## src/rtl/icmp_echo_tx.sv

```systemverilog
// ICMP echo reply transmitter: emits an 8-byte header with an adjusted checksum,
// then streams the stored request payload from the RX RAM through a small prefetch FIFO.
module icmp_echo_tx #(
  parameter int ADDR_WIDTH = 11,
  parameter int RAM_RD_LAT = 2,
  parameter int FIFO_DEPTH = 4
) (
  input  logic                  clk,
  input  logic                  rst_n,
  input  logic                  req_valid,
  output logic                  req_ready,
  input  logic [15:0]           req_id,
  input  logic [15:0]           req_seq,
  input  logic [15:0]           req_cksum,
  input  logic [ADDR_WIDTH:0]   req_len,
  output logic [ADDR_WIDTH-1:0] ram_rd_addr,
  input  logic [7:0]            ram_rd_data,
  output logic [7:0]            tx_data,
  output logic                  tx_valid,
  input  logic                  tx_ready,
  output logic                  tx_last,
  output logic                  tx_done
);
  localparam int PTR_W = $clog2(FIFO_DEPTH);
  localparam int CNT_W = $clog2(FIFO_DEPTH + 1);
  localparam int OCC_W = CNT_W + 1;
  localparam logic [ADDR_WIDTH:0] ONE = {{ADDR_WIDTH{1'b0}}, 1'b1};

  typedef enum logic [1:0] {IDLE, HDR, PAY, DONE} state_t;

  state_t                  state_reg, state_next;
  logic [15:0]             id_reg, seq_reg, ck_reg;
  logic [ADDR_WIDTH:0]     len_reg, rd_ptr_reg, pay_cnt_reg, len_m1;
  logic [2:0]              hdr_idx_reg;
  logic [ADDR_WIDTH-1:0]   addr_hold_reg;
  logic [RAM_RD_LAT-1:0]   vld_sr_reg;
  logic [7:0]              fifo_mem [FIFO_DEPTH];
  logic [PTR_W-1:0]        fifo_wr_reg, fifo_rd_reg;
  logic [CNT_W-1:0]        fifo_count_reg, in_flight;
  logic [OCC_W-1:0]        occupancy;
  logic [16:0]             ck_sum;
  logic [15:0]             ck_new;
  logic [7:0]              hdr_byte;
  logic                    req_fire, tx_fire, issue, push, pop;

  // Echo reply only changes the type byte 8->0, so fold +0x0800 in ones-complement.
  assign ck_sum    = {1'b0, req_cksum} + 17'h00800;
  assign ck_new    = ck_sum[15:0] + {15'd0, ck_sum[16]};
  assign req_ready = (state_reg == IDLE);
  assign req_fire  = req_valid & req_ready;
  assign tx_fire   = tx_valid & tx_ready;
  assign push      = vld_sr_reg[RAM_RD_LAT-1];
  assign pop       = (state_reg == PAY) & tx_fire;
  assign len_m1    = len_reg - ONE;

  always_comb begin
    in_flight = '0;
    for (int i = 0; i < RAM_RD_LAT; i++)
      in_flight = in_flight + CNT_W'(vld_sr_reg[i]);
  end

  // Reads in flight reserve FIFO slots so a landing byte always has room.
  assign occupancy   = OCC_W'(fifo_count_reg) + OCC_W'(in_flight);
  assign issue       = ((state_reg == HDR) || (state_reg == PAY)) &&
                       (rd_ptr_reg < len_reg) && (occupancy < OCC_W'(FIFO_DEPTH));
  assign ram_rd_addr = issue ? rd_ptr_reg[ADDR_WIDTH-1:0] : addr_hold_reg;

  always_comb begin
    hdr_byte = 8'h00;
    case (hdr_idx_reg)
      3'd2:    hdr_byte = ck_reg[15:8];
      3'd3:    hdr_byte = ck_reg[7:0];
      3'd4:    hdr_byte = id_reg[15:8];
      3'd5:    hdr_byte = id_reg[7:0];
      3'd6:    hdr_byte = seq_reg[15:8];
      3'd7:    hdr_byte = seq_reg[7:0];
      default: hdr_byte = 8'h00;
    endcase
  end

  always_comb begin
    state_next = state_reg;
    tx_valid   = 1'b0;
    tx_data    = 8'h00;
    tx_last    = 1'b0;
    tx_done    = 1'b0;
    case (state_reg)
      IDLE: if (req_fire) state_next = HDR;
      HDR: begin
        tx_valid = 1'b1;
        tx_data  = hdr_byte;
        tx_last  = (hdr_idx_reg == 3'd7) && (len_reg == '0);
        if (tx_ready && hdr_idx_reg == 3'd7)
          state_next = (len_reg == '0) ? DONE : PAY;
      end
      PAY: begin
        tx_valid = (fifo_count_reg != '0);
        tx_data  = fifo_mem[fifo_rd_reg];
        tx_last  = tx_valid && (pay_cnt_reg == len_m1);
        if (tx_fire && tx_last) state_next = DONE;
      end
      DONE: begin
        tx_done    = 1'b1;
        state_next = IDLE;
      end
      default: state_next = IDLE;
    endcase
  end

  always_ff @(posedge clk or negedge rst_n) begin
    if (!rst_n) begin
      state_reg      <= IDLE;
      id_reg         <= '0;
      seq_reg        <= '0;
      ck_reg         <= '0;
      len_reg        <= '0;
      rd_ptr_reg     <= '0;
      pay_cnt_reg    <= '0;
      hdr_idx_reg    <= '0;
      addr_hold_reg  <= '0;
      vld_sr_reg     <= '0;
      fifo_wr_reg    <= '0;
      fifo_rd_reg    <= '0;
      fifo_count_reg <= '0;
    end else begin
      state_reg <= state_next;
      if (req_fire) begin
        id_reg      <= req_id;
        seq_reg     <= req_seq;
        ck_reg      <= ck_new;
        len_reg     <= req_len;
        rd_ptr_reg  <= '0;
        pay_cnt_reg <= '0;
        hdr_idx_reg <= '0;
      end
      if ((state_reg == HDR) && tx_fire) hdr_idx_reg <= hdr_idx_reg + 3'd1;
      if (pop) pay_cnt_reg <= pay_cnt_reg + ONE;
      if (issue) begin
        rd_ptr_reg    <= rd_ptr_reg + ONE;
        addr_hold_reg <= rd_ptr_reg[ADDR_WIDTH-1:0];
      end
      vld_sr_reg[0] <= issue;
      for (int i = 1; i < RAM_RD_LAT; i++) vld_sr_reg[i] <= vld_sr_reg[i-1];
      if (push) fifo_wr_reg <= fifo_wr_reg + PTR_W'(1);
      if (pop)  fifo_rd_reg <= fifo_rd_reg + PTR_W'(1);
      case ({push, pop})
        2'b10:   fifo_count_reg <= fifo_count_reg + CNT_W'(1);
        2'b01:   fifo_count_reg <= fifo_count_reg - CNT_W'(1);
        default: fifo_count_reg <= fifo_count_reg;
      endcase
    end
  end

  always_ff @(posedge clk) begin
    if (push) fifo_mem[fifo_wr_reg] <= ram_rd_data;
  end
endmodule
```

## config.mk

```make
export PLATFORM = sky130hd
export DESIGN_NAME = icmp_echo_tx
export DESIGN_NICKNAME = d
export VERILOG_FILES = /design/src/rtl/icmp_echo_tx.sv
export SDC_FILE = /design/constraint.sdc
export NUM_CORES = 1
export LEC_CHECK = 0
export CAP_MARGIN = 20
export CORE_MARGIN = 2
export CORE_UTILIZATION = 27
export DETAILED_ROUTE_END_ITERATION = 10
export SYNTH_ARGS = -nofsm -noshare
export SYNTH_HDL_FRONTEND = slang
export SYNTH_SLANG_ARGS = --single-unit
export TNS_END_PERCENT = 30
```

## constraint.sdc

```tcl
create_clock -name clk -period 7.9 [get_ports clk]
set_clock_uncertainty 0.2 [all_clocks]
set_input_delay 0.79 -clock clk [delete_from_list [all_inputs] [get_ports clk]]
set_output_delay 0.79 -clock clk [all_outputs]
set_load 0.02 [all_outputs]
```

# Word level (Yosys, flattened, before mapping)
# Memories as Yosys holds them, arrays and structs flattened.
# Index checks and enable logic that the tools add are counted.
# classes
addsub	12
order_cmp	2
eq_ne	15
mux	19
bitwise	3
reduce_logical	16
# op_table
op	count
8-bit case mux with 6 select lines	1
12-bit 2-to-1 mux	3
12-bit by 1-bit adder with 12-bit output (second input constant)	2
16-bit by 12-bit adder with 17-bit output (second input constant)	1
16-bit by 1-bit adder with 16-bit output	1
8-bit case mux with 2 select lines	1
12-bit == test	1
3-bit == test (second input constant)	4
12-bit logical NOT	1
12-bit < comparator	1
12-bit by 1-bit subtractor with 12-bit output (second input constant)	1
11-bit 2-to-1 mux	1
2-bit case mux with 4 select lines	1
2-bit nonzero test	4
1-bit logical AND	7
3-bit by 1-bit adder with 3-bit output (second input constant)	2
2-bit == test (second input constant)	3
3-bit by 2-bit == test with 1-bit output (second input constant)	2
2-bit 2-to-1 mux	3
3-bit 2-to-1 mux	2
2-bit by 1-bit inequality test with 1-bit output (second input constant)	3
3-bit case mux with 2 select lines	1
2-bit by 1-bit adder with 2-bit output (second input constant)	2
3-bit by 2-bit adder with 4-bit output	1
11 further kinds	18
# word_totals
regBits	109
mem_bits_rw	32
input_bits	72
output_inout_bits	23
elab_cells	81
n_memories	1
# mem_list
name	depth	width	rd	rd_clocked_by_memory_dff	wr	line_no	text
fifo_mem	4	8	1	0	1	37	logic [7:0] fifo_mem [FIFO_DEPTH];

# Longest topological paths before layout
# Gate-level depths: netlist (run 1).
# depth
depth_word	6
depth_mapped	13
ltp_nobuf	12

# Least setup slack after synthesis (run 1)
# OpenSTA, ideal clock, no wires.
# synth_timing
kind	reg2out
start	register len_reg[5]
end	output port ram_rd_addr[5]
arrival_ns	2.256
required_ns	6.910
path_slack_ns	4.654
path_stages_with_launch	11
n_path_buf	2
cell_sequence	dfrtp_1 -> inv_1 -> ha_1 -> a21o_1 -> a21o_1 -> a21oi_1 -> o31ai_1 -> a41o_1 -> buf_2 -> buf_6 -> mux2_1
# synth_via
elab_chain_cells	4
# synth_rtl
item	line_no	text
start: declaration	33	logic [ADDR_WIDTH:0] len_reg, rd_ptr_reg, pay_cnt_reg, len_m1;
start signal: assignment	131	len_reg <= req_len;
12-bit < comparator	65	(rd_ptr_reg < len_reg) && (occupancy < OCC_W'(FIFO_DEPTH));
1-bit logical AND	64	assign issue = ((state_reg == HDR) || (state_reg == PAY)) &&
1-bit logical AND	65	
11-bit 2-to-1 mux	--	
end: declaration	16	output logic [ADDR_WIDTH-1:0] ram_rd_addr,
# No other way between the ends.

# Worst setup path after layout (run 1)
# layout_timing
start	register state_reg[0]
end	output port ram_rd_addr[0]
# layout_via
elab_chain_cells	5
elab_cells_between_ends	6
cone_classes	eq/ne: 2; mux: 1; reduce/logical: 3
# layout_rtl
item	line_no	text
start: declaration	31	state_t state_reg, state_next;
start signal: assignment	126	state_reg <= state_next;
2-bit by 1-bit == test with 1-bit output or 2-bit == test (tied branches)	64	
1-bit logical OR (*)	64	
1-bit logical AND (*)	64	
1-bit logical AND (*)	65	
11-bit 2-to-1 mux (*)	--	
# Mark *: on every way between the ends. The rest lies on a longest branch, timed or not.

==> run summary, run 1 <==
- 0 ns — final-layout setup total negative slack
- 50.5% — sequential cell area fraction in the yosys report
- 0.169 mV — peak supply drop
- 0 — Max Cap Viol
- sky130_fd_sc_hd__dfrtp_1 — cell type contributing the most total cell area after synthesis
- 34.2% — utilization after layout
- 17600 um — drt total wl
- 338 nW/um2 — total power per unit cell area
- sky130_fd_sc_hd__dfrtp_1 — most used flip-flop cell after synthesis
- 30 — largest fanout on the critical path
- 3.10 mW — power consumption
- 95 — Boundary Pins
- 3.79 nW — Static Leakage
- 26800 um2 — placeable core area
- 37.3% — fraction of synthesized cell area taken by the top area cell type
- 0 — grt total ovfl
- fifo_mem — Reg with most FFs
- 5218 — vias in the first global route
- ram_rd_addr[0] — CP endpoint
- 0.55 ns — slowest stage delay, CP
- 0 — number of antenna violations at the first check in global routing
- sky130_fd_sc_hd__dfrtp_1 — commonest non-fill, non-tap cell in the layout
- 4 — H-tree levels
- 0 — total inserted antenna cells
- 141 — Sinks on Clock Net
- 0 — remaining antenna violation count
- sky130_fd_sc_hd__dfrtp_1, sky130_fd_sc_hd__edfxtp_1, sky130_fd_sc_hd__mux2_2 — synth top area cells
- 94 — quantity of I/O buffers inserted on ports
- 28000 um — first-pass GRT wire length
- 630 — synthesized instance count
- inv_1 > ha_1 > inv_1 > a2111oi_0 > o21ai_0 > a41o_1 > buf_4 > mux2_1 > clkdlybuf4s50_1 — cell breakdown of the critical path
- 0 — CTS-repair resized insts
- 0 — residual DRC count
- sky130_fd_sc_hd__clkbuf_16 — Root Driver
- 347 — initial drt markers
- 16.4 um — routed wirelength normalized by instance count
- fifo_count_reg[2] — endpoint of the lowest-slack register-to-register path
- 0 — depth of the worst hold-timing path
- 826 — final-stage net count
- 3.44 ns — critical path arrival
- register — startpoint type of the worst setup path
- 12600 um — post-detail-place hpwl
- 226 MHz — maximum operating frequency
- 25.4% — area grow syn2layout
- reg -> out — start-to-end type of the worst setup path
- 5172 — vias after detailed routing
- 0.805 ns — measured slew at the worst slew-check pin
- 4.82 — Vias/cell
- built — CTS tree
- 6.91 ns — Required @ worst endpoint
- sky130_fd_sc_hd__inv_1 — Most Frequent Cell on Critical Path
- 60 — number of rows created at floorplan
- 14.1% — share of layout cells above drive strength 1
- 0.784 — RePlAce Congestion
- 4.43 ns — final period demand of the worst path
- state_reg[0] — launch instance of the worst register-to-register path
- 1041 — Placed Cells
- 0 — number of buffers inserted to repair setup after CTS
- 0 — Max Slew Vio Count
- sky130_fd_sc_hd__clkdlybuf4s50_1 — Critical Path Slowest Stage Cell
- sky130_fd_sc_hd__dfrtp_1, sky130_fd_sc_hd__clkdlybuf4s50_1, sky130_fd_sc_hd__mux2_2, sky130_fd_sc_hd__nand2_1, sky130_fd_sc_hd__o21ai_0 — highest-count cells in the layout ignoring fill and taps
- 28400 um2 — floorplan die area
- 0 — total number of yosys warnings
- 169 um — overall die height
- 2 — buffers from clock root to sink, at most
- 12.7% — global router's overall resource usage
- 5 — number of iterations in the first detailed-routing pass
- 27.3% — starting density of the core
- 17 — number of buffers created by CTS
- buffers and inverters — cell family with most CP delay
- 61 — Synth cell types
- reg -> reg — class of the tightest hold or removal check
- 141 — flop and latch count out of synthesis
- 1073 — final cell count without fillers
- state_reg[0] — start point of the critical path
- 169 um — Die X-Extent
- no — RSZ-0062 raised after global routing
- 4.10 ns — internal reg-to-reg setup slack
- 32 — Largest register FFs
- 737 — syn_nets
- finished, final reports clean — run status
- 4 — worst path buffer plus inverter count
- 77.3% — share of flip-flops with an asynchronous set or reset
- 0 — hold buffer count at CTS
- 0 — Final Hold Vio Count
- 0.42 ns — insertion delay of the later-clocked pin in the worst-skew pair
- 9 — count of cell instances traversed by the critical path
- 11.6 um2 — average footprint of a synthesized cell
- 7310 um2 — post-synth design cell area
- 0.07 ns — register clock-pin slew on the reported worst setup and hold paths
- 46.3% — max_slew headroom
- primary output — sort of element at the end of the critical path
- 32 — count of flip-flops with a built-in enable after synthesis
- 0 — Setup Viol. Count Final
- 56.1% — part of the cycle the worst path needs
- 12 — Worst R2R Path Depth
- 70 — pin count of the biggest net entering global routing
-- cell type report --
cell class | count | area [um2]
Inverter | 30 | 113
Fill cell | 2620 | 17600
Sequential cell | 141 | 3690
Tap cell | 341 | 427
Timing Repair Buffer | 97 | 961
Clock inverter | 15 | 154
Clock buffer | 17 | 425
Multi-Input combinational cell | 432 | 3400
-- metal layers --
metal	track usage [%]	wire length, um
met2	20.6	8520
met3	2.92	532
met5	0	0
met4	3.19	127
met1	17.1	8450
-- worst reg2reg max path: cells and delay by family (launching register included) --
kind,cells,cell delay (ns)
AND/OR/NAND/NOR,3,0.79
flip-flops,1,0.41
AO/OA/AOI/OAI,1,0.17
XOR/XNOR,2,0.30
buffers and inverters,3,0.74
adder cells (fa/ha/maj),3,1.13
-- kinds of logic after synthesis --
kind of cell	synth area share [%]
AND/OR/NAND/NOR	12.2
flip-flops	50.5
AO/OA/AOI/OAI	11.9
multiplexers	11.6
buffers and inverters	3.06
XOR/XNOR	4.79
adder cells (fa/ha/maj)	6.09
-- Yosys cell counts, types with 2 or more instances --
library cell / n
sky130_fd_sc_hd__a22oi_1: 8
sky130_fd_sc_hd__and3_1: 12
sky130_fd_sc_hd__and2_1: 6
sky130_fd_sc_hd__a21o_1: 4
sky130_fd_sc_hd__o21ai_1: 7
sky130_fd_sc_hd__nor2_1: 26
sky130_fd_sc_hd__inv_1: 29
sky130_fd_sc_hd__xnor2_1: 27
sky130_fd_sc_hd__a21oi_1: 20
sky130_fd_sc_hd__dfrtp_1: 109
sky130_fd_sc_hd__mux4_2: 8
sky130_fd_sc_hd__a222oi_1: 8
sky130_fd_sc_hd__nand4_1: 8
sky130_fd_sc_hd__xor2_1: 13
sky130_fd_sc_hd__o21ai_0: 37
sky130_fd_sc_hd__nor3_1: 11
sky130_fd_sc_hd__nand2b_1: 4
sky130_fd_sc_hd__nor3b_1: 8
sky130_fd_sc_hd__nor4b_1: 2
sky130_fd_sc_hd__mux2_2: 47
sky130_fd_sc_hd__edfxtp_1: 32
sky130_fd_sc_hd__a211o_1: 9
sky130_fd_sc_hd__a21oi_2: 2
sky130_fd_sc_hd__mux2_1: 12
sky130_fd_sc_hd__o21bai_1: 2
sky130_fd_sc_hd__a31oi_1: 6
sky130_fd_sc_hd__a311oi_1: 2
sky130_fd_sc_hd__a221o_1: 9
sky130_fd_sc_hd__buf_2: 2
sky130_fd_sc_hd__clkbuf_1: 23
sky130_fd_sc_hd__nand3_1: 23
sky130_fd_sc_hd__ha_1: 34
sky130_fd_sc_hd__nor2b_1: 5
sky130_fd_sc_hd__nor4_4: 2
sky130_fd_sc_hd__nand2_1: 46
sky130_fd_sc_hd__a211oi_1: 2
-- metrics by stage --
stage	setup WS, ns	area, um2	hold WS [ns]
final	3.47	9170	0.198
after global routing	3.14	9170	0.218
after CTS	3.47	9170	0.200
after detailed placement	3.94	8590	0.172
after global placement	3.97	8590	0.176
after floorplan	4.65	7310	0.160
-- worst min path at each step --
stage,endpoint,start,slack [ns]
after floorplan,vld_sr_reg[1],vld_sr_reg[0],0.16
after global placement,vld_sr_reg[1],vld_sr_reg[0],0.18
after detailed placement,vld_sr_reg[1],vld_sr_reg[0],0.17
after CTS,vld_sr_reg[1],vld_sr_reg[0],0.20
after global routing,vld_sr_reg[1],vld_sr_reg[0],0.22
final,vld_sr_reg[1],vld_sr_reg[0],0.20
-- power by group --
group          internal [mW]  switching (mW)
Sequential             0.970           0.207
Combinational          0.529           0.604
Clock                  0.445           0.347
Total                   1.94            1.16
(Power assumes the default switching activity.)
==> inputs of run 2 (changes only) <==
Clock period 7.9 ns to 4.35 ns, I/O delays scaled along.
==> run 2 against run 1 <==
  * Final cell count grew 0.65%
  * Core utilization grew 0.34 points
  * Routed wire length shrank 0.33%
  * Total power grew 84%
  * Setup slack lost 3.2 ns
  * Hold slack lost 0.0086 ns
  * Flip-flop and latch count is the same
  * Sequential share of layout area shrank 0.39 points
  * Largest power group unchanged
  * Clock power grew 89%
==> run summary, run 2 (same netlist as run 1, synthesis figures left out) <==
- 0.670 ns — worst slack, placed
- 0 — number of antenna violations at the first check in global routing
- 60 — number of rows created at floorplan
- 27.3% — starting density of the core
- rd_ptr_reg[11] — endpoint of the lowest-slack register-to-register path
- primary output — sort of element at the end of the critical path
- 12.7% — global router's overall resource usage
- 51.7% — max_slew headroom
- 3.71 ns — Required @ worst endpoint
- 169 um — Die X-Extent
- 0 — Setup Viol. Count Final
- 1.12 ns — internal reg-to-reg setup slack
- 17 — number of buffers created by CTS
- 617 nW/um2 — total power per unit cell area
- fifo_mem — Reg with most FFs
- vld_sr_reg[0] — Hold Startpoint
- 0 — total inserted antenna cells
- 0.43 ns — insertion delay of the later-clocked pin in the worst-skew pair
- 169 um — overall die height
- 14 — largest fanout on the critical path
- 1047 — Placed Cells
- register — startpoint type of the worst setup path
- 28400 um2 — floorplan die area
- 12900 um — post-detail-place hpwl
- reg -> out — start-to-end type of the worst setup path
- sky130_fd_sc_hd__dfrtp_1 — commonest non-fill, non-tap cell in the layout
- 14.7% — share of layout cells above drive strength 1
- 2 — buffers from clock root to sink, at most
- built — CTS tree
- 0.722 ns — measured slew at the worst slew-check pin
- 95 — Boundary Pins
- 0 — grt total ovfl
- 4.76 — Vias/cell
- 296 — initial drt markers
- 5 — number of iterations in the first detailed-routing pass
- 3.85 nW — Static Leakage
- 0 — remaining antenna violation count
- 0 — depth of the worst hold-timing path
- 0 — Max Slew Vio Count
- 0 — Max Cap Viol
- 0 — number of buffers inserted to repair setup after CTS
- 246 MHz — maximum operating frequency
- 42 — pin count of the biggest net entering global routing
- 93.5% — part of the cycle the worst path needs
- 2613 — number of filler cells placed in the layout
- 1080 — final cell count without fillers
- 94 — quantity of I/O buffers inserted on ports
- 4.07 ns — final period demand of the worst path
- no — RSZ-0062 raised after global routing
- 0.782 — RePlAce Congestion
- 0 — Final Hold Vio Count
- 0.327 mV — peak supply drop
- 0 ns — final-layout setup total negative slack
- 5145 — vias after detailed routing
- 26.7% — area grow syn2layout
- 0 — residual DRC count
- reg -> reg — class of the tightest hold or removal check
- 141 — Sinks on Clock Net
- 0.07 ns — register clock-pin slew on the reported worst setup and hold paths
- 3.43 ns — critical path arrival
- 32 — Largest register FFs
- state_reg[1] — launch instance of the worst register-to-register path
- 833 — final-stage net count
- 10 — Worst R2R Path Depth
- 16.3 um — routed wirelength normalized by instance count
- 4 — H-tree levels
- 5033 — vias in the first global route
- 27600 um — first-pass GRT wire length
- 0.283 ns — crit path setup slack, layout
- finished, final reports clean — run status
- 26800 um2 — placeable core area
- sky130_fd_sc_hd__clkbuf_16 — Root Driver
- 17600 um — drt total wl
- sky130_fd_sc_hd__dfrtp_1, sky130_fd_sc_hd__clkdlybuf4s50_1, sky130_fd_sc_hd__mux2_2, sky130_fd_sc_hd__nand2_1, sky130_fd_sc_hd__o21ai_0 — highest-count cells in the layout ignoring fill and taps
- vld_sr_reg[1] — WHS Endpoint
run 2: cell count changes in the layout (fill, tap and decap cells not counted), sizes merged:
| cell | previous run | this run |
|---|---|---|
| buf | 4 | 10 |
| clkinvlp | 3 | 1 |
| clkinv | 3 | 4 |
| dlygate4sd3 | 0 | 1 |
| inv | 38 | 39 |
run 2: per-layer routing:
layer | wire, um | track usage [%] | vias up
met2 | 8260 | 20.1 | 112
met3 | 719 | 2.38 | 14
met5 | 0 | 0 | -
met4 | 267 | 4.61 | 0
li1 | - | - | 2507
met1 | 8320 | 17.3 | 2512
run 2: worst max-delay path by stage:
stage                      start                 to  slack (ns)  depth (start not counted)
finish              state_reg[1]     ram_rd_addr[3]        0.28                          8
global route        state_reg[1]     ram_rd_addr[3]        0.02                          8
CTS                 state_reg[0]     ram_rd_addr[0]        0.21                          8
detailed placement  state_reg[0]     ram_rd_addr[3]        0.67                          8
global placement    state_reg[0]     ram_rd_addr[0]        0.78                          8
floorplan           state_reg[0]  fifo_count_reg[2]        1.37                         13
run 2: critical path, cell delays in order (launching register included):
cell	delay (ns)
sky130_fd_sc_hd__dfrtp_1	0.41
sky130_fd_sc_hd__inv_1	0.09
sky130_fd_sc_hd__ha_1	0.38
sky130_fd_sc_hd__inv_1	0.17
sky130_fd_sc_hd__a2111oi_0	0.35
sky130_fd_sc_hd__o21ai_0	0.16
sky130_fd_sc_hd__a41o_1	0.47
sky130_fd_sc_hd__mux2_1	0.43
sky130_fd_sc_hd__clkdlybuf4s50_1	0.54
run 2: layout make-up:
type,instances,area [um2],share of cell area [%]
clock buffers,17,425,4.60
multi-input cells,432,3400,36.7
clock inverters,15,189,2.04
well taps,341,427,4.61
flip-flops and latches,141,3690,39.8
inverters,30,113,1.22
repair buffers,104,1020,11.0
run 2: metrics by stage:
stage / instance area [um2] / utilization [%] / hold slack (ns) / power [mW]
floorplan: 7310 / - / -0.0606 / 3.55
global placement: 8630 / 32.2 / 0.181 / 4.23
detailed placement: 8630 / 32.2 / 0.175 / 4.27
CTS: 9260 / 34.5 / 0.195 / 5.80
global route: 9260 / 34.5 / 0.202 / 6.10
finish: 9260 / 34.5 / 0.190 / 5.72
run 2: power breakdown:
part / internal [mW] / switching (mW) / total [mW] / leakage [nW]
Sequential: 1.76 / 0.370 / 2.13 / 1.67
Clock: 0.830 / 0.674 / 1.50 / 0.298
Combinational: 0.986 / 1.09 / 2.08 / 1.88
Total: 3.58 / 2.14 / 5.72 / 3.85
run 2: timing repair:
| action | 4_1_cts | 5_1_grt |
|---|---|---|
| hold endpoints to repair | 39 | 0 |
| hold buffers | 1 | 0 |
| gates resized for setup | 0 | 0 |
==> inputs of run 3 (changes only) <==
Settings changed: ABC_CLOCK_PERIOD_IN_PS set to 4350, CORE_MARGIN 2 to 10, MAX_ROUTING_LAYER set to met4.
==> run 3 against run 2 <==
  * Sequential power about the same
  * Largest cell class unchanged
  * Combinational power barely moved
  * Sequential share of layout area fell by 0.064 points
  * Core utilization is 0.056 points higher
  * Clock-buffer cell count is the same
  * Setup slack worse by 0.042 ns
  * Via count down 0.23%
  * Total power barely moved
  * Largest power group unchanged
  * Final cell count fell by 0.28%
  * Critical path type unchanged
==> run summary, run 3 (same netlist as run 1, synthesis figures left out) <==
- finished, final reports clean — run status
- fifo_mem — Reg with most FFs
- 3.85 nW — Static Leakage
- 1.16 ns — internal reg-to-reg setup slack
- 18300 um — drt total wl
- 36.4% — Combinational Power Share
- 95 — Boundary Pins
- 0.767 ns — measured slew at the worst slew-check pin
- 37.2% — fraction of power consumed by sequential logic
- 4.77 — Vias/cell
- 0.186 ns — post-route worst hold slack
- sky130_fd_sc_hd__clkbuf_16 — Root Driver
- 0 — residual DRC count
- 0.07 ns — register clock-pin slew on the reported worst setup and hold paths
- 830 — final-stage net count
- 0.846 — RePlAce Congestion
- 3.47 ns — critical path arrival
- vld_sr_reg[0] — Hold Startpoint
- 2 — buffers from clock root to sink, at most
- 0 — grt total ovfl
- 7 — number of iterations in the first detailed-routing pass
- 32 — Largest register FFs
- 4.11 ns — final period demand of the worst path
- 3400 um2 — multi-input logic area
- 243 MHz — maximum operating frequency
- 0 — number of antenna violations at the first check in global routing
- built — CTS tree
- 13500 um — post-detail-place hpwl
- 0 — number of buffers inserted to repair setup after CTS
- 185 um — overall die height
- 37.6% — switching power share of the total
- 0 ns — final-layout setup total negative slack
- no — RSZ-0062 raised after global routing
- 17 — largest fanout on the critical path
- reg -> reg — class of the tightest hold or removal check
- 1043 — Placed Cells
- 5133 — vias after detailed routing
- 0 — remaining antenna violation count
- 26800 um2 — placeable core area
- 17 — number of buffers created by CTS
- reg -> out — start-to-end type of the worst setup path
- 185 um — Die X-Extent
- 0 — Max Cap Viol
- 26.9% — area grow syn2layout
- 28900 um — first-pass GRT wire length
- 1077 — final cell count without fillers
- 26.4% — share of power burned in the clock network
- len_reg[6] — launch instance of the worst register-to-register path
- 3690 um2 — register area
- sky130_fd_sc_hd__dfrtp_1 — commonest non-fill, non-tap cell in the layout
- 616 nW/um2 — total power per unit cell area
- 0 — Final Hold Vio Count
- 3.57 mW — design internal power
- 94 — quantity of I/O buffers inserted on ports
- 3.71 ns — Required @ worst endpoint
- 0 — Max Slew Vio Count
- 14.4% — share of layout cells above drive strength 1
- 94.5% — part of the cycle the worst path needs
- 60 — number of rows created at floorplan
- 0 — total inserted antenna cells
- 4 — H-tree levels
- 34100 um2 — floorplan die area
- 0 — Setup Viol. Count Final
- 11.3% — global router's overall resource usage
- 2.14 mW — Switch Pwr
- 422 — initial drt markers
- register — startpoint type of the worst setup path
- 48.8% — max_slew headroom
- primary output — sort of element at the end of the critical path
- 2640 — number of filler cells placed in the layout
- 0.42 ns — insertion delay of the later-clocked pin in the worst-skew pair
- 5108 — vias in the first global route
- state_reg[0] — start point of the critical path
- 5.71 mW — power consumption
- 83 — pin count of the biggest net entering global routing
- 0.317 mV — peak supply drop
- 141 — Sinks on Clock Net
- sky130_fd_sc_hd__dfrtp_1, sky130_fd_sc_hd__clkdlybuf4s50_1, sky130_fd_sc_hd__mux2_2, sky130_fd_sc_hd__nand2_1, sky130_fd_sc_hd__o21ai_0 — highest-count cells in the layout ignoring fill and taps
- 27.3% — starting density of the core
- 17.0 um — routed wirelength normalized by instance count
## run 3: worst paths after layout
path | end | cells after the start
worst max-delay path | ram_rd_addr[0] | 8
worst min-delay path | vld_sr_reg[1] | 0
worst max register to register | rd_ptr_reg[11] | 8
worst min register to register | vld_sr_reg[1] | 0
max in group asynchronous | fifo_rd_reg[1] | 4
min in group asynchronous | pay_cnt_reg[11] | 2
## run 3: per-layer routing
metal | global-route usage, % | part of all wire [%] | routed length, um
met3 | 2.60 | 4.1 | 749
met1 | 14.4 | 47 | 8630
met2 | 17.5 | 48 | 8820
met5 | - | 0 | 0
met4 | 3.15 | 0.71 | 131
## run 3: area by class of cell
type / instances / share of cell area (%)
clock buffers: 17 / 4.59
clock inverters: 15 / 2.09
repair buffers: 101 / 11.1
well taps: 341 / 4.60
multi-input cells: 432 / 36.7
inverters: 30 / 1.21
flip-flops and latches: 141 / 39.8
## run 3: power by group through the flow
stage | sequential [mW] | combinational [mW] | clock (mW)
floorplan | 2.00 | 1.55 | 0
CTS | 2.13 | 2.11 | 1.55
finish | 2.13 | 2.08 | 1.51
detailed placement | 2.15 | 2.11 | 0
global route | 2.19 | 2.30 | 1.61
global placement | 2.14 | 2.08 | 0
## run 3: per-stage QoR
stage	instance area [um2]	utilization, %	worst slack [ns]
floorplan	7310	-	1.37
global placement	8620	32.1	0.762
detailed placement	8620	32.1	0.678
CTS	9240	34.5	0.202
global route	9270	34.6	0.00655
finish	9270	34.6	0.241
## run 3: timing repair
item,in CTS,in global routing
hold endpoints to repair,0,15
gates resized for setup,0,0
hold buffers,0,1
## run 3: critical path: stages, from the launching register on
cell,delay [ns]
sky130_fd_sc_hd__dfrtp_1,0.40
sky130_fd_sc_hd__inv_1,0.10
sky130_fd_sc_hd__ha_1,0.38
sky130_fd_sc_hd__inv_1,0.17
sky130_fd_sc_hd__a2111oi_0,0.35
sky130_fd_sc_hd__o21ai_0,0.14
sky130_fd_sc_hd__a41o_1,0.50
sky130_fd_sc_hd__mux2_1,0.45
sky130_fd_sc_hd__clkdlybuf4s50_1,0.55
